File: src/rtl/yolo_pkg.sv
// ---------------------------------------------------------------------------
// yolo_pkg
// Definitions shared by the YOLO accelerator post-processing stages.
//   act_mode_t  : 2-bit activation selector (linear, ReLU, clipped ReLU, leaky)
//   sat_resize  : clamps a wide signed value to the range of an N-bit signed
//                 number; the caller truncates the result to N bits
// ---------------------------------------------------------------------------
package yolo_pkg;

    typedef enum logic [1:0] {
        ACT_LINEAR = 2'd0,
        ACT_RELU   = 2'd1,
        ACT_CLIP   = 2'd2,
        ACT_LEAKY  = 2'd3
    } act_mode_t;

    // Values are carried in 64 bits so that any stage (conv, pooling) can
    // hand over its internal width without a dedicated function per width.
    function automatic logic signed [63:0] sat_resize(
        input logic signed [63:0] value,
        input int                 out_width
    );
        logic signed [63:0] hi;
        logic signed [63:0] lo;
        hi = (64'sd1 <<< (out_width - 1)) - 64'sd1;
        lo = -(64'sd1 <<< (out_width - 1));
        if (value > hi) begin
            return hi;
        end else if (value < lo) begin
            return lo;
        end
        return value;
    endfunction

endpackage

File: src/rtl/yolo_act_sat.sv
// ---------------------------------------------------------------------------
// yolo_act_sat
// Combinational activation followed by saturation to the output width.
// Shared by the CBL stage and the pooling path.
//   v        in  V_WIDTH    signed pre-activation value
//   mode     in  act_mode_t activation selector
//   out_data out OUT_WIDTH  signed, activated and saturated result
// ---------------------------------------------------------------------------
module yolo_act_sat
    import yolo_pkg::*;
#(
    parameter int V_WIDTH     = 26,
    parameter int OUT_WIDTH   = 8,
    parameter int LEAKY_SHIFT = 3,
    parameter int MAX_VAL     = 6
) (
    input  logic signed [V_WIDTH-1:0]   v,
    input  act_mode_t                   mode,
    output logic signed [OUT_WIDTH-1:0] out_data
);

    logic signed [63:0] v_ext;
    logic signed [63:0] act;

    // The activation is evaluated at 64 bits so that the leaky shift and
    // the clip bound never interact with the narrower output width; the
    // saturation afterwards is the only place where range is lost.
    always_comb begin
        v_ext = 64'(v);
        act   = v_ext;
        case (mode)
            ACT_LINEAR: act = v_ext;
            ACT_RELU:   act = (v_ext < 64'sd0) ? 64'sd0 : v_ext;
            ACT_CLIP: begin
                if (v_ext < 64'sd0) begin
                    act = 64'sd0;
                end else if (v_ext > 64'(MAX_VAL)) begin
                    act = 64'(MAX_VAL);
                end else begin
                    act = v_ext;
                end
            end
            ACT_LEAKY:  act = (v_ext < 64'sd0) ? (v_ext >>> LEAKY_SHIFT) : v_ext;
            default:    act = v_ext;
        endcase
        out_data = OUT_WIDTH'(sat_resize(act, OUT_WIDTH));
    end

endmodule

File: src/rtl/yolo_cbl_stream.sv
// ---------------------------------------------------------------------------
// yolo_cbl_stream
// Streaming conv post-processing: per-channel batch-norm affine transform
// (fixed-point scale, round half up, bias), activation and saturation.
// Three register stages: S1 multiply, S2 round/shift/bias, S3 activate.
//   clk_en    in  1           clock, rising edge
//   rst       in  1           synchronous active-high reset
//   cfg_we    in  1           coefficient write strobe
//   cfg_ch    in  CH_W        channel written
//   cfg_scale in  COEF_WIDTH  signed scale, FRAC_SHIFT fractional bits
//   cfg_bias  in  OUT_WIDTH+4 signed bias in post-shift units
//   mode      in  2           activation mode, captured per beat
//   in_valid/in_ready/in_data/in_last   input stream
//   out_valid/out_ready/out_data/out_ch/out_last  output stream
//   err_align out 1           sticky frame/channel misalignment flag
// ---------------------------------------------------------------------------
module yolo_cbl_stream
    import yolo_pkg::*;
#(
    parameter int IN_WIDTH    = 16,
    parameter int OUT_WIDTH   = 8,
    parameter int COEF_WIDTH  = 8,
    parameter int FRAC_SHIFT  = 4,
    parameter int CHANNELS    = 4,
    parameter int LEAKY_SHIFT = 3,
    parameter int MAX_VAL     = 6,
    localparam int CH_W       = $clog2(CHANNELS),
    localparam int BIAS_W     = OUT_WIDTH + 4
) (
    input  logic                         clk_en,
    input  logic                         rst,
    input  logic                         cfg_we,
    input  logic [CH_W-1:0]              cfg_ch,
    input  logic signed [COEF_WIDTH-1:0] cfg_scale,
    input  logic signed [BIAS_W-1:0]     cfg_bias,
    input  logic [1:0]                   mode,
    input  logic                         in_valid,
    output logic                         in_ready,
    input  logic signed [IN_WIDTH-1:0]   in_data,
    input  logic                         in_last,
    output logic                         out_valid,
    input  logic                         out_ready,
    output logic signed [OUT_WIDTH-1:0]  out_data,
    output logic [CH_W-1:0]              out_ch,
    output logic                         out_last,
    output logic                         err_align
);

    localparam int PROD_W = IN_WIDTH + COEF_WIDTH;
    // Two spare bits cover the rounding carry and the bias addition.
    localparam int V_W = PROD_W + 2;
    localparam logic signed [COEF_WIDTH-1:0] SCALE_ONE = COEF_WIDTH'(1 << FRAC_SHIFT);
    localparam logic signed [V_W-1:0]        ROUND_ADD = V_W'(1 << (FRAC_SHIFT - 1));
    localparam logic [CH_W-1:0]              CH_LAST   = CH_W'(CHANNELS - 1);

    logic signed [COEF_WIDTH-1:0] scale_q [CHANNELS];
    logic signed [BIAS_W-1:0]     bias_q  [CHANNELS];
    logic [CH_W-1:0]              ch_cnt;

    logic                     s1_valid;
    logic signed [PROD_W-1:0] s1_prod;
    logic signed [BIAS_W-1:0] s1_bias;
    act_mode_t                s1_mode;
    logic [CH_W-1:0]          s1_ch;
    logic                     s1_last;

    logic                     s2_valid;
    logic signed [V_W-1:0]    s2_v;
    act_mode_t                s2_mode;
    logic [CH_W-1:0]          s2_ch;
    logic                     s2_last;

    logic                     stall;
    logic                     accept;
    logic                     s1_en;
    logic                     s2_en;
    logic                     s3_en;
    logic signed [V_W-1:0]    s2_next;
    logic signed [OUT_WIDTH-1:0] act_out;

    // Only the output register is held by backpressure directly; earlier
    // stages advance whenever the stage after them is empty or moving, so
    // a bubble inside the pipe is squeezed out even during a stall.
    always_comb begin
        stall    = out_valid && !out_ready;
        in_ready = !stall;
        accept   = in_valid && in_ready;
        s3_en    = !stall;
        s2_en    = !s2_valid || s3_en;
        s1_en    = !s1_valid || s2_en;
    end

    // Round half toward +inf, drop the fractional bits, then add the bias
    // which is already expressed in post-shift units.
    always_comb begin
        s2_next = ((V_W'(s1_prod) + ROUND_ADD) >>> FRAC_SHIFT) + V_W'(s1_bias);
    end

    yolo_act_sat #(
        .V_WIDTH     (V_W),
        .OUT_WIDTH   (OUT_WIDTH),
        .LEAKY_SHIFT (LEAKY_SHIFT),
        .MAX_VAL     (MAX_VAL)
    ) u_act_sat (
        .v        (s2_v),
        .mode     (s2_mode),
        .out_data (act_out)
    );

    // Coefficient file. A beat entering S1 on the same edge as a write
    // reads the old value because both sample the registers before update.
    always_ff @(posedge clk_en) begin
        if (rst) begin
            for (int i = 0; i < CHANNELS; i++) begin
                scale_q[i] <= SCALE_ONE;
                bias_q[i]  <= '0;
            end
        end else if (cfg_we && (int'(cfg_ch) < CHANNELS)) begin
            scale_q[cfg_ch] <= cfg_scale;
            bias_q[cfg_ch]  <= cfg_bias;
        end
    end

    // Channel counter tracks the interleave position; a frame end resyncs
    // it to channel 0 and flags the frame if it ended mid-group.
    always_ff @(posedge clk_en) begin
        if (rst) begin
            ch_cnt    <= '0;
            err_align <= 1'b0;
        end else if (accept) begin
            if (in_last) begin
                ch_cnt <= '0;
                if (ch_cnt != CH_LAST) begin
                    err_align <= 1'b1;
                end
            end else if (ch_cnt == CH_LAST) begin
                ch_cnt <= '0;
            end else begin
                ch_cnt <= ch_cnt + CH_W'(1);
            end
        end
    end

    // Pipeline registers. Sideband (mode, channel, last) travels with the
    // beat so later mode changes never affect beats already in flight.
    always_ff @(posedge clk_en) begin
        if (rst) begin
            s1_valid  <= 1'b0;
            s1_prod   <= '0;
            s1_bias   <= '0;
            s1_mode   <= ACT_LINEAR;
            s1_ch     <= '0;
            s1_last   <= 1'b0;
            s2_valid  <= 1'b0;
            s2_v      <= '0;
            s2_mode   <= ACT_LINEAR;
            s2_ch     <= '0;
            s2_last   <= 1'b0;
            out_valid <= 1'b0;
            out_data  <= '0;
            out_ch    <= '0;
            out_last  <= 1'b0;
        end else begin
            if (s1_en) begin
                s1_valid <= accept;
                if (accept) begin
                    s1_prod <= PROD_W'(in_data) * PROD_W'(scale_q[ch_cnt]);
                    s1_bias <= bias_q[ch_cnt];
                    s1_mode <= act_mode_t'(mode);
                    s1_ch   <= ch_cnt;
                    s1_last <= in_last;
                end
            end
            if (s2_en) begin
                s2_valid <= s1_valid;
                if (s1_valid) begin
                    s2_v    <= s2_next;
                    s2_mode <= s1_mode;
                    s2_ch   <= s1_ch;
                    s2_last <= s1_last;
                end
            end
            if (s3_en) begin
                out_valid <= s2_valid;
                if (s2_valid) begin
                    out_data <= act_out;
                    out_ch   <= s2_ch;
                    out_last <= s2_last;
                end
            end
        end
    end

endmodule

File: config.mk
export PLATFORM = sky130hd
export DESIGN_NAME = yolo_cbl_stream
export DESIGN_NICKNAME = d
export VERILOG_FILES = /design/src/rtl/yolo_pkg.sv /design/src/rtl/yolo_act_sat.sv /design/src/rtl/yolo_cbl_stream.sv
export SDC_FILE = /design/constraint.sdc
export NUM_CORES = 1
export LEC_CHECK = 0
export CAP_MARGIN = 20
export CORE_MARGIN = 5
export CORE_UTILIZATION = 55
export DETAILED_ROUTE_END_ITERATION = 6
export GPL_TIMING_DRIVEN = 0
export PLACE_DENSITY = 0.74
export REMOVE_ABC_BUFFERS = 1
export SLEW_MARGIN = 20
export SYNTH_ARGS = -nofsm -noshare
export SYNTH_HDL_FRONTEND = slang
export SYNTH_SLANG_ARGS = --single-unit
File: constraint.sdc
create_clock -name clk_en -period 17.1 [get_ports clk_en]
set_clock_uncertainty 0.2 [all_clocks]
set_input_delay 3.42 -clock clk_en [delete_from_list [all_inputs] [get_ports clk_en]]
set_output_delay 3.42 -clock clk_en [all_outputs]
set_load 0.05 [all_outputs]
; Word-level counts from Yosys, hierarchy flattened
; Memory sizes are Yosys's and may differ from the RTL's. A register that Yosys moved wholly into a read port is not among the register bits.
; Index checks and enable logic that the tools add are counted.
[word_totals]
register_bits = 73
latchBits = 0
ram_bits = 80
mem_bits_ro = 0
inputBits = 46
n_memories = 2
[mem_list]
columns = name, words, word_bits, rd, rd_clocked_by_memory_dff, wr, line_no
row1 = bias_q, 4, 12, 1, 1, 4, yolo_cbl_stream.sv:57  ; logic signed [BIAS_W-1:0] bias_q [CHANNELS];
row2 = scale_q, 4, 8, 1, 1, 4, yolo_cbl_stream.sv:56  ; logic signed [COEF_WIDTH-1:0] scale_q [CHANNELS];
[classes]
add_sub_neg = 3
multipliers = 1
div = 0
n_lt_le_gt_ge = 4
n_eq_ne = 5
shift = 0
muxes = 25
bitwise = 1
n_reduce_logical = 15
[ops]
columns = cell, n
row1 = 64-bit case mux with 4 select lines, 1
row2 = 64-bit 2-to-1 mux, 3
row3 = "64-bit by 8-bit > comparator with 1-bit output, second input constant", 1
row4 = "64-bit by 8-bit less-than comparator with 1-bit output, second input constant", 1
row5 = 8-bit 2-to-1 mux, 4
row6 = "24-bit by 5-bit adder with 25-bit output, second input constant", 1
row7 = 16-bit by 8-bit multiplier with 24-bit output, 1
row8 = 21-bit by 12-bit adder with 22-bit output, 1
row9 = "22-bit by 4-bit > comparator with 1-bit output, second input constant", 1
row10 = "22-bit by 1-bit less-than comparator with 1-bit output, second input constant", 1
row11 = 21-bit 2-to-1 mux, 1
row12 = 12-bit 2-to-1 mux, 1
row13 = 2-bit 2-to-1 mux, 6
row14 = 12-bit OR reduction, 1
row15 = 1-bit 2-to-1 mux, 9
row16 = 8-bit OR reduction, 1
row17 = "2-bit == test, second input constant", 3
row18 = 2-bit AND reduction, 3
row19 = 1-bit zero test, 4
row20 = 3-bit AND reduction, 1
row21 = "2-bit by 1-bit adder with 2-bit output, second input constant", 1
row22 = "2-bit by 1-bit == test with 1-bit output, second input constant", 1
row23 = 1-bit logical AND, 2
row24 = 2-bit zero test, 1
row25 = 3 further kinds, 4

; Logic depth before layout (Yosys ltp)
; Gate-level depths: netlist (run 1).
[logic_depth]
word_depth = 8
mapped_depth = 21
depth_no_buf = 20

; Cells and area by module
; A second synthesis (run 1) with hierarchy kept.
[hier_totals]
cells_unflattened = 1406
area_unflattened_um2 = 13205.2
[modules_own_cells]
columns = module, instances, cells_each, area_each_um2, seq_area_each_um2
row1 = yolo_cbl_stream, 1, 1314, 12523.3, 4083.9
row2 = yolo_act_sat, 1, 92, 681.9, 0.0

; Least setup slack after synthesis (run 1)
; No wires, ideal clock.
[synth_timing]
path_kind = input to register
start = in in_data[8]
end = reg s1_prod[23]
setup_time_ns = 0.117
arrival_time_ns = 7.628
path_slack_ns = 9.155
stages = 16
path_buffers = 0
path_cell_list = nand2b_1 -> fa_1 -> inv_1 -> fa_1 -> fa_1 -> inv_1 -> fa_1 -> inv_1 -> ha_1 -> nand2_1 -> or3_1 -> o221a_2 -> a21oi_2 -> a21oi_1 -> or3_1 -> a32o_1
[synth_via]
elab_chain_cells = 1
[synth_lines]
columns = item, line_no
row1 = "start, declared", yolo_cbl_stream.sv:39  ; input logic signed [IN_WIDTH-1:0] in_data,
row2 = 16-bit by 8-bit multiplier with 24-bit output, yolo_cbl_stream.sv:167  ; s1_prod <= PROD_W'(in_data) * PROD_W'(scale_q[ch_cnt]);
row3 = "end signal, assigned", yolo_cbl_stream.sv:167
row4 = "end, declared", yolo_cbl_stream.sv:61  ; logic signed [PROD_W-1:0] s1_prod;
; No other way between the ends.
; A chain may end at the register's enable or synchronous reset.

; Worst setup path in the final report (run 1)
[layout_timing]
start = in out_ready
end = out in_ready
[layout_via]
elab_chain_cells = 3
[layout_lines]
columns = item, line_no
row1 = "start, declared", yolo_cbl_stream.sv:42  ; input logic out_ready,
row2 = 1-bit zero test, yolo_cbl_stream.sv:85  ; stall = out_valid && !out_ready;
row3 = 1-bit logical AND, yolo_cbl_stream.sv:85
row4 = 1-bit zero test, yolo_cbl_stream.sv:86  ; in_ready = !stall;
row5 = "end, declared", yolo_cbl_stream.sv:38  ; output logic in_ready,
; No other way between the ends.

==> summary.md, run 1 <==
| Metric | Value |
|---|---|
| Status | `finished, final reports clean` |
| Final setup fails | `0` |
| # rows | `55` |
| Hpwl dp | `roughly 19 mm` |
| Starting DRT DRC Count | `507` |
| CP Capture Type | `output port` |
| Via density | `~5.5` |
| Max-slew violations | `0` |
| YS warnings | `0` |
| Post-CTS Resized | `0` |
| Switching pwr | `0.7968 mW` |
| Tcrit/Tclk final | `0.5030` |
| CP startpoint kind | `primary input` |
| Top FF cell, synth | `dfxtp_1` |
| Cell variety after synth | `63` |
| Die ar. | `approximately 26000 um2` |
| Most frequent cells in the layout | `nand2_1, and2_1, inv_1, fa_1, a21oi_1` |
| Ys async rst share | `0` |
| Register area share after synthesis | `0.3263` |
| First-pass GRT wire length | `approximately 44 mm` |
| Count of state elements after synthesis | `164` |
| Num ports | `60` |
| Die W | `~160 um` |
| CTS Hold Bufs | `0` |
| Min Clock Period, post-route | `around 8.6 ns` |
| Sw Ratio | `0.4068` |
| Power share of the combinational group | `0.554` |
| Clk root buf | `clkbuf_16` |
| Power per standard cell area | `140.7 nW/um2` |
| GRT Resource Usage Total | `0.2060` |
| Fmax achieved | `~0.12 GHz` |
| Reg2reg setup slack | `roughly 11 ns` |
| Max Cap Viol | `0` |
| Clk_lat worst skew | `about 0.43 ns` |
| Setup bufs post-CTS | `0` |
| Pleak | `roughly 5.7 nW` |
| Least-Margin Pin Slew | `approximately 1 ns` |
| Commonest non-fill, non-tap cell in the layout | `nand2_1` |
| Initial core utilization | `0.5561` |
| Core area | `22500 um2` |
| CP Data Arrival Time | `between 4 and 5 ns` |
| Initial antenna violation count | `0` |
| Final Wtd Congestion | `between 0.8 and 0.9` |
| Mapped Cells | `1312` |
| Synth Cell Area | `around 13000 um2` |
| WL/cell | `around 16 um` |
| Remaining global-route overflow | `0` |
| Diodes inserted | `0` |
| Initial DRT Pass Iterations | `5` |
| Critical path class | `primary input to output port` |
| Area Growth Syn to Fin | `11.23%` |
| Clock network fraction of total power | `0.198` |
| Residual DRC count | `0` |
| Slew headroom | `0.3418` |
| Port buffer count | `just under 60` |
| HP Class | `flop to flop` |
| Max FO, Critical Path | `5` |
| Power Internal | `between 1 and 1.5 mW` |
| CTS tree | `done` |
| Unrepaired setup endpoints after global routing | `no` |
| Die height | `between 150 and 200 um` |
| Clock buffer depth | `2` |
| Fraction of layout instances using a drive strength above 1 | `0.05022` |
| Flop pwr share | `0.249` |
| Num CTS Buffers | `17` |
| IR drop worst, VDD | `107.1 uV` |
| Number of flops mapped to enable cells by yosys | `80` |
| Post-route ant nets | `0` |
| Layout Nets | `approximately 1600` |
| # clock sinks | `between 150 and 200` |
| Clock slew at reported path FFs | `0.07 ns` |
| Tot Pwr | `between 1.5 and 2 mW` |
| H-tree depth | `4` |
| Critical Path RT | `around 13 ns` |
| Number of global-route vias before repair | `slightly above 9000` |
| Final Hold Viols | `0` |
| Via Count | `around 9000` |
| Setup TNS | `0 ns` |
| Final wirelength | `between 20 and 30 mm` |
| Avg Synthesized Cell Area | `around 9.5 um2` |
| Largest net degree at the start of global routing | `67` |
[flip-flops by register name, summed over array words and instances (netlist names), 8 cells and up, named ones only]
name      flops
bias_q       48
out_data      8
s1_bias      12
s1_prod      21
s2_v         22
scale_q      32
[critical path, stage by stage]
cell	delay (ns)
clkdlybuf4s50_1	0.39
nor2b_1	0.27
inv_1	0.16
clkdlybuf4s50_1	0.73
[cell usage after synthesis (3+ instances only)]
master | count | area, um2
nand4_1 | 10 | 62.56
o211ai_1 | 7 | 52.55
or3_1 | 5 | 31.28
nand2_1 | 178 | 668.1
fa_1 | 104 | 2082
xor2_1 | 14 | 122.6
nor2_1 | 59 | 221.5
clkbuf_1 | 48 | 180.2
dfxtp_1 | 84 | 1682
a21oi_1 | 91 | 455.4
a211oi_1 | 7 | 52.55
o41ai_1 | 4 | 35.03
inv_1 | 132 | 495.5
nor3b_1 | 5 | 37.54
o21ai_0 | 23 | 115.1
a21o_1 | 15 | 112.6
o21bai_1 | 3 | 22.52
nor2b_1 | 8 | 50.05
o21a_1 | 9 | 67.56
nand3b_1 | 9 | 67.56
and3_1 | 13 | 81.33
a211o_1 | 3 | 26.28
nand2b_1 | 16 | 100.1
nor3_1 | 13 | 65.06
a31oi_1 | 4 | 25.02
ha_1 | 66 | 825.8
o31ai_1 | 3 | 22.52
buf_1 | 4 | 15.01
and2_1 | 163 | 1020
xnor2_1 | 37 | 324.1
a21boi_0 | 3 | 22.52
a311oi_1 | 5 | 43.79
o22ai_1 | 4 | 25.02
or2_2 | 3 | 18.77
nand3_1 | 26 | 130.1
edfxtp_1 | 80 | 2402
mux4_2 | 19 | 427.9
or4_1 | 3 | 22.52
[path summary, 6_finish.rpt]
path                  to  cells past startpoint       from
min            out_ch[0]                      2  out_ch[0]
max             in_ready                      4  out_ready
max reg2reg  s1_prod[23]                     17       flop
min reg2reg    out_ch[0]                      2  out_ch[0]
[cell families (layout without fill, tap and decap cells)]
group | count (synthesis) | in the layout | share of synthesized area
adders and majority gates | 170 | 170 | 0.2324
buffers and inverters | 185 | 227 | 0.05549
DFF | 164 | 164 | 0.3263
and+or+nand+nor | 521 | 521 | 0.2131
muxes | 21 | 21 | 0.03589
AOI/OAI and AO/OA | 200 | 200 | 0.1012
xor gates and xnor gates | 51 | 51 | 0.03569
[routing by layer]
layer  vias up  global-route usage  part of all wire
met1      4386              0.2887              0.47
li1       4454                   -                 -
met5         -                   0                 0
met2       146              0.3396              0.49
met4         0             0.03800            0.0080
met3        19             0.04029             0.037
[layout make-up]
cell class	count	area, um2
clock buffers	17	425.4
clock inverters	15	168.9
fillers	1890	8583
inverters	133	499.2
multi-input cells	963	7747
flip-flops and latches	164	4084
well taps	285	356.6
repair buffers	62	638.1
[power groups by stage]
stage          Sequential, mW  Combinational, mW  Clock, mW
2_1_floorplan           0.490              0.869          0
3_3_place_gp            0.494               1.07          0
3_5_place_dp            0.495               1.09          0
4_1_cts                 0.487               1.10      0.394
5_1_grt                 0.493               1.25      0.412
6_report                0.487               1.08      0.388
[through the flow]
stage               cells  hold WS, ns  instance area, um2    util  setup WS [ns]
finish               1639       0.2513               13920  0.6186          8.499
global placement     1604       0.2387               13270  0.5895          6.291
CTS                  1639       0.2575               13920  0.6186          8.505
global route         1639       0.2734               13920  0.6186          8.325
floorplan            1260       0.2260               12320       -          9.155
detailed placement   1607       0.2480               13330  0.5922          8.215
(Power assumes the default switching activity.)
==> run 2: changes to the inputs <==
--- a/config.mk
+++ b/config.mk
@@ -10,7 +10,7 @@
 export CORE_UTILIZATION = 55
 export DETAILED_ROUTE_END_ITERATION = 6
 export GPL_TIMING_DRIVEN = 0
-export PLACE_DENSITY = 0.74
+export PLACE_DENSITY = 0.77
 export REMOVE_ABC_BUFFERS = 1
 export SLEW_MARGIN = 20
 export SYNTH_ARGS = -nofsm -noshare
==> constraint.sdc (replaced) <==
create_clock -name clk_en -period 6.9 [get_ports clk_en]
set_clock_uncertainty 0.2 [all_clocks]
set_input_delay 1.38 -clock clk_en [delete_from_list [all_inputs] [get_ports clk_en]]
set_output_delay 1.38 -clock clk_en [all_outputs]
set_load 0.05 [all_outputs]
==> summary.md, run 2 (synthesis results as in run 1) <==
| Metric | Value |
|---|---|
| Status | `finished, final reports clean` |
| R2R depth | `16 (-1)` |
| Layout fillers | `1815 (-4.0%)` |
| Min Clock Period, post-route | `around 6.4 ns` |
| Dpl ws | `0.03573 ns (-8.179 ns)` |
| Fraction of layout instances using a drive strength above 1 | `0.05174 (+0.001515)` |
| Number of global-route vias before repair | `9020 (-1.7%)` |
| Unrepaired setup endpoints after global routing | `no` |
| Max FFs per register | `48 (unchanged)` |
| Final wirelength | `25.62 mm (+0.40%)` |
| Area post-placement | `13310 um2 (-0.14%)` |
| CP startpoint kind | `primary input` |
| Hpwl dp | `18.89 mm (-0.61%)` |
| CTS tree | `done` |
| Pleak | `5.642 nW (-0.55%)` |
| Largest net degree at the start of global routing | `59 (-12%)` |
| Reg2reg setup slack | `0.59 ns (-9.95 ns)` |
| Critical path class | `primary input to flop` |
| Die ar. | `25870 um2 (unchanged)` |
| Num CTS Buffers | `17 (unchanged)` |
| Port buffer count | `59 (unchanged)` |
| Fmax achieved | `~0.16 GHz` |
| Power per standard cell area | `346.5 nW/um2 (+150%)` |
| Fin Hold WS | `0.2452 ns (-0.006114 ns)` |
| H-tree depth | `4 (unchanged)` |
| Layout Nets | `1556 (-0.064%)` |
| # rows | `55 (unchanged)` |
| Clk_lat worst skew | `0.43 ns (about the same)` |
| Die W | `160.8 um (unchanged)` |
| Setup TNS | `0 ns (unchanged)` |
| Initial core utilization | `0.5561 (unchanged)` |
| Final setup fails | `0 (unchanged)` |
| Die height | `160.8 um (unchanged)` |
| Hold Path Depth | `2 (unchanged)` |
| Commonest non-fill, non-tap cell in the layout | `nand2_1` |
| Diodes inserted | `0 (unchanged)` |
| Max FO, Critical Path | `7 (+2)` |
| Area Growth Syn to Fin | `10.64%` |
| Clock slew at reported path FFs | `0.07 ns (about the same)` |
| Largest register by flop count | `bias_q` |
| Max Cap Viol | `0 (unchanged)` |
| Starting DRT DRC Count | `607 (+20%)` |
| WL/cell | `15.64 um (+0.46%)` |
| Core area | `22500 um2 (unchanged)` |
| # clock sinks | `164 (unchanged)` |
| Num ports | `60 (unchanged)` |
| Slew headroom | `0.3523 (+0.01051)` |
| Regs by FF count | `bias_q: 48 flops, scale_q: 32 flops, s2_v: 22 flops` |
| Initial DRT Pass Iterations | `5 (unchanged)` |
| Setup bufs post-CTS | `0 (unchanged)` |
| Initial antenna violation count | `0 (unchanged)` |
| Least-Margin Pin Slew | `0.9692 ns (-0.01573 ns)` |
| Max-slew violations | `0 (unchanged)` |
| CP Data Arrival Time | `6.57 ns (+1.59 ns)` |
| Clock buffer depth | `2 (unchanged)` |
| Residual DRC count | `0 (unchanged)` |
| Remaining global-route overflow | `0 (unchanged)` |
| HP Class | `flop to flop` |
| Post-route ant nets | `0 (unchanged)` |
| Final Hold Viols | `0 (unchanged)` |
| Critical Path RT | `7.02 ns (-6.46 ns)` |
| CP Capture Type | `flop` |
| Tcrit/Tclk final | `0.9347` |
| Most frequent cells in the layout | `nand2_1, and2_1, inv_1, fa_1, a21oi_1` |
| GRT Resource Usage Total | `0.2057 (-0.0003189)` |
| Final Wtd Congestion | `0.9005 (+3.9%)` |
| Via Count | `9036 (+0.34%)` |
| Final WS setup | `0.4505 ns (-8.048 ns)` |
| Via density | `5.516 (+0.41%)` |
| IR drop worst, VDD | `237.8 uV (+120%)` |
| Tot Pwr | `4.798 mW (+140%)` |
| Clk root buf | `clkbuf_16` |
| Design Area, Final | `13850 um2 (-0.53%)` |
| First-pass GRT wire length | `43.79 mm (-0.77%)` |
## run 2: layout make-up
type,instances,area (um2),share of cell area
Clock buffer,19,432.9,0.03127
Clock inverter,13,100.1,0.007229
Inverter,133,503.0,0.03633
Multi-Input combinational cell,963,7749,0.5596
Sequential cell,164,4085,0.2950
Tap cell,285,356.6,0.02575
Timing Repair Buffer,61,619.3,0.04473
## run 2: timing repair
| action | in CTS | in global routing |
|---|---|---|
| endpoints found under the setup margin | 0 | 4 |
| hold buffers | 0 | 0 |
| hold endpoints to repair | 0 | 0 |
| resized for setup | 0 | 2 |
## run 2: worst max-delay path, stage by stage
cell	delay, ns
clkdlybuf4s50_1	0.53
nand2b_1	0.23
fa_1	0.52
fa_1	0.55
inv_1	0.05
fa_1	0.50
fa_1	0.49
ha_1	0.38
nand2_1	0.06
o21ai_0	0.37
o221ai_1	0.24
o221a_2	0.30
a21oi_2	0.19
a21oi_1	0.15
or3_1	0.37
a32o_1	0.25
## run 2: routing by layer
| metal | wire, um | part of all wire | track usage |
|---|---|---|---|
| met2 | 12390 | 0.48 | 0.3402 |
| met3 | 1287 | 0.050 | 0.04311 |
| met1 | 11700 | 0.46 | 0.2815 |
| met4 | 233 | 0.0091 | 0.04692 |
| met5 | 0 | 0 | 0 |
## run 2: worst paths after layout
check	from	to
worst max-delay path	in_data[0]	s1_prod[23]
worst min-delay path	s1_mode[0]	s2_mode[0]
worst max register to register	flop	s1_prod[23]
worst min register to register	s1_mode[0]	s2_mode[0]
## run 2: through the flow
stage / utilization / instances
2_1_floorplan: - / 1260
3_3_place_gp: 0.5895 / 1604
3_5_place_dp: 0.5913 / 1606
4_1_cts: 0.6150 / 1638
5_1_grt: 0.6153 / 1638
6_report: 0.6153 / 1638
## run 2: report_power, final
group | switching, mW | total (mW) | internal (mW)
Combinational | 1.50 | 2.72 | 1.22
Sequential | 0.0812 | 1.21 | 1.13
Clock | 0.405 | 0.872 | 0.466
==> run 3: changes to the inputs <==
--- a/config.mk
+++ b/config.mk
@@ -9,10 +9,12 @@
 export CORE_MARGIN = 5
 export CORE_UTILIZATION = 55
 export DETAILED_ROUTE_END_ITERATION = 6
+export GPL_ROUTABILITY_DRIVEN = 0
 export GPL_TIMING_DRIVEN = 0
-export PLACE_DENSITY = 0.77
+export PLACE_DENSITY = 0.76
 export REMOVE_ABC_BUFFERS = 1
 export SLEW_MARGIN = 20
 export SYNTH_ARGS = -nofsm -noshare
 export SYNTH_HDL_FRONTEND = slang
+export SYNTH_HIERARCHICAL = 1
 export SYNTH_SLANG_ARGS = --single-unit
==> summary.md, run 3 <==
| Metric | Value |
|---|---|
| Initial antenna violation count | `0 (unchanged)` |
| YS warnings | `6 (+6)` |
| Post-CTS Resized | `0 (unchanged)` |
| Most frequent cells in the layout | `nand2_1, and2_1, inv_1, fa_1, a21oi_1` |
| Area post-placement | `14060 um2 (+5.7%)` |
| Register Area | `4084 um2 (about the same)` |
| Pleak | `6.020 nW (+6.7%)` |
| Count of state elements after synthesis | `164 (unchanged)` |
| Slew headroom | `0.3621 (+0.009844)` |
| Die ar. | `27210 um2 (+5.2%)` |
| Power per standard cell area | `351.3 nW/um2 (+1.4%)` |
| Remaining global-route overflow | `0 (unchanged)` |
| Diodes inserted | `0 (unchanged)` |
| Avg Synthesized Cell Area | `9.392 um2 (-1.5%)` |
| CP Capture Type | `flop` |
| Clk root buf | `clkbuf_16` |
| IR drop worst, VDD | `286.7 uV (+21%)` |
| Final Hold Viols | `0 (unchanged)` |
| CTS tree | `done` |
| Synth cell count leaders | `nand2_1, and2_1, inv_1, fa_1, a21oi_1` |
| Number of global-route vias before repair | `9958 (+10%)` |
| Critical Path RT | `7.03 ns (about the same)` |
| Via density | `5.688 (+3.1%)` |
| Fmax achieved | `0.1560 GHz (+0.60%)` |
| Clock slew at reported path FFs | `0.07 ns (about the same)` |
| Top post-synthesis cells by area | `edfxtp_1, fa_1, dfxtp_1` |
| Critical path class | `primary input to flop` |
| Synth Cell Area | `13210 um2 (+5.5%)` |
| Clock buffer depth | `2 (unchanged)` |
| Top cell type by total area after synthesis | `edfxtp_1` |
| Largest register by flop count | `bias_q` |
| First-pass GRT wire length | `48.26 mm (+10%)` |
| CTS Hold Bufs | `0 (unchanged)` |
| Initial core utilization | `0.5609 (+0.004776)` |
| Status | `finished, final reports clean` |
| Layout Nets | `1643 (+5.6%)` |
| Sw Ratio | `0.4442 (+0.02930)` |
| Initial DRT Pass Iterations | `5 (unchanged)` |
| Die W | `165.0 um (+2.6%)` |
| Flop pwr share | `0.238 (-0.013)` |
| Max FO, Critical Path | `8 (+1)` |
| CP startpoint kind | `primary input` |
| Die height | `165.0 um (+2.6%)` |
| Top-count cell post-synth | `nand2_1` |
| Least-Margin Pin Slew | `0.9545 ns (-0.01473 ns)` |
| FF-to-FF End | `s1_prod[23]` |
| Layout fillers | `2040 (+12%)` |
| Mapped Cells | `1406 (+7.2%)` |
| Reg2reg setup slack | `0.64 ns (+0.05 ns)` |
| Worst Hold Launch | `out_data[6]` |
| Area of the multi-input gates | `8324 um2 (+7.4%)` |
| Fraction of layout instances using a drive strength above 1 | `0.06875 (+0.01701)` |
| Via Count | `10006 (+11%)` |
| Tcrit/Tclk final | `0.9292 (-0.005529)` |
| Area Growth Syn to Fin | `11.14%` |
| H-tree depth | `4 (unchanged)` |
| Regs by FF count | `bias_q: 48 flops, scale_q: 32 flops, s2_v: 22 flops` |
| Num ports | `60 (unchanged)` |
| Switching pwr | `2.290 mW (+15%)` |
| Ys async rst share | `0 (unchanged)` |
| Top FF cell, synth | `dfxtp_1` |
| Power Internal | `2.866 mW (+2.1%)` |
| Power share of the combinational group | `0.575 (+0.008)` |
| Core area | `23540 um2 (+4.6%)` |
| HP Class | `flop to flop` |
| Residual DRC count | `0 (unchanged)` |
| Port buffer count | `59 (unchanged)` |
| Number of flops mapped to enable cells by yosys | `80 (unchanged)` |
| Unrepaired setup endpoints after global routing | `no` |
| Max-slew violations | `0 (unchanged)` |
| Num CTS Buffers | `17 (unchanged)` |
| Clock network fraction of total power | `0.187 (+0.005)` |
| GRT Resource Usage Total | `0.2183 (+0.01260)` |
| Cell variety after synth | `84 (+33%)` |
| Max FFs per register | `48 (unchanged)` |
| Register area share after synthesis | `0.3093 (-0.01707)` |
| Hold Path Depth | `2 (unchanged)` |
| # clock sinks | `164 (unchanged)` |
| Final setup fails | `0 (unchanged)` |
| Largest net degree at the start of global routing | `63 (+6.8%)` |
| Max Cap Viol | `0 (unchanged)` |
| Setup bufs post-CTS | `0 (unchanged)` |
| Area share of the largest cell type after synthesis | `0.1819 (-0.01004)` |
| Starting DRT DRC Count | `538 (-11%)` |
| Clk_lat worst skew | `0.44 ns (about the same)` |
| Min Clock Period, post-route | `6.411 ns (-0.03815 ns)` |
| Commonest non-fill, non-tap cell in the layout | `nand2_1` |
| Design Area, Final | `14680 um2 (+6.0%)` |
| CP Data Arrival Time | `6.54 ns (-0.03 ns)` |
| Setup TNS | `0 ns (unchanged)` |
| WL/cell | `15.81 um (+1.1%)` |
| # rows | `56 (+1.8%)` |
| Final wirelength | `27.82 mm (+8.6%)` |
| Hpwl dp | `20.83 mm (+10%)` |
| Post-route ant nets | `0 (unchanged)` |
| WHS Endpoint | `out_data[6]` |
| R2R depth | `16 (unchanged)` |
run 3: critical path: stages:
cell and delay, ns:
clkdlybuf4s50_1 0.61, nand2_1 0.21, fa_1 0.64, inv_1 0.16, fa_1 0.53, fa_1 0.54
inv_1 0.05, fa_1 0.53, inv_1 0.05, ha_1 0.38, and2_1 0.23, a211oi_1 0.39
o21bai_1 0.13, a221oi_2 0.31, a21oi_1 0.10, a311o_1 0.28
run 3: routing by layer:
layer	routed length (um)	GRT usage
met5	0	0
met4	228	0.04386
met3	1107	0.03020
met2	13960	0.3766
met1	12520	0.2968
run 3: area by class of cell:
cell class / instances / share of cell area
Timing Repair Buffer: 66 / 0.04774
Inverter: 147 / 0.03760
Tap cell: 319 / 0.02720
Multi-Input combinational cell: 1031 / 0.5672
Sequential cell: 164 / 0.2783
Clock buffer: 17 / 0.02899
Clock inverter: 15 / 0.01304
run 3: how the worst max path moves through the flow:
| stage | from | end | slack (ns) | depth (start not counted) |
|---|---|---|---|---|
| global route | flop | s1_prod[15] | 0.23 | 17 |
| finish | in_data[15] | s1_prod[23] | 0.49 | 16 |
| global placement | rst | bias_q[1][3] | -1.21 | 5 |
| floorplan | in_data[0] | s1_prod[15] | 1.09 | 15 |
| CTS | in_data[15] | s1_prod[23] | 0.59 | 16 |
| detailed placement | in_data[15] | s1_prod[23] | 0.14 | 16 |
run 3: logic make-up (layout without fill, tap and decap cells):
| group | Yosys count | after routing | synth area share |
|---|---|---|---|
| multiplexers | 23 | 23 | 0.03553 |
| flip-flops | 164 | 164 | 0.3093 |
| buffers and inverters | 211 | 245 | 0.06339 |
| AO/OA/AOI/OAI | 269 | 269 | 0.1374 |
| adder cells (fa/ha/maj) | 170 | 170 | 0.2202 |
| AND/OR/NAND/NOR | 533 | 533 | 0.2103 |
| XOR/XNOR | 36 | 36 | 0.02388 |
run 3: stage by stage:
step / setup WS [ns] / power [mW] / cells / hold slack [ns] / utilization
2_1_floorplan: 1.086 / 3.525 / 1342 / 0.2260 / -
3_3_place_gp: -1.207 / 4.121 / 1720 / 0.2389 / 0.5908
3_5_place_dp: 0.1372 / 4.190 / 1727 / 0.2409 / 0.5972
4_1_cts: 0.5860 / 5.172 / 1759 / 0.2533 / 0.6234
5_1_grt: 0.2316 / 5.675 / 1759 / 0.2613 / 0.6234
6_report: 0.4886 / 5.156 / 1759 / 0.2541 / 0.6234
run 3: power groups by stage:
stage | clock network (mW) | registers (mW) | logic (mW)
detailed placement | 0 | 1.25 | 2.94
global route | 1.02 | 1.24 | 3.41
global placement | 0 | 1.24 | 2.88
CTS | 0.980 | 1.23 | 2.97
finish | 0.965 | 1.23 | 2.96
floorplan | 0 | 1.23 | 2.29
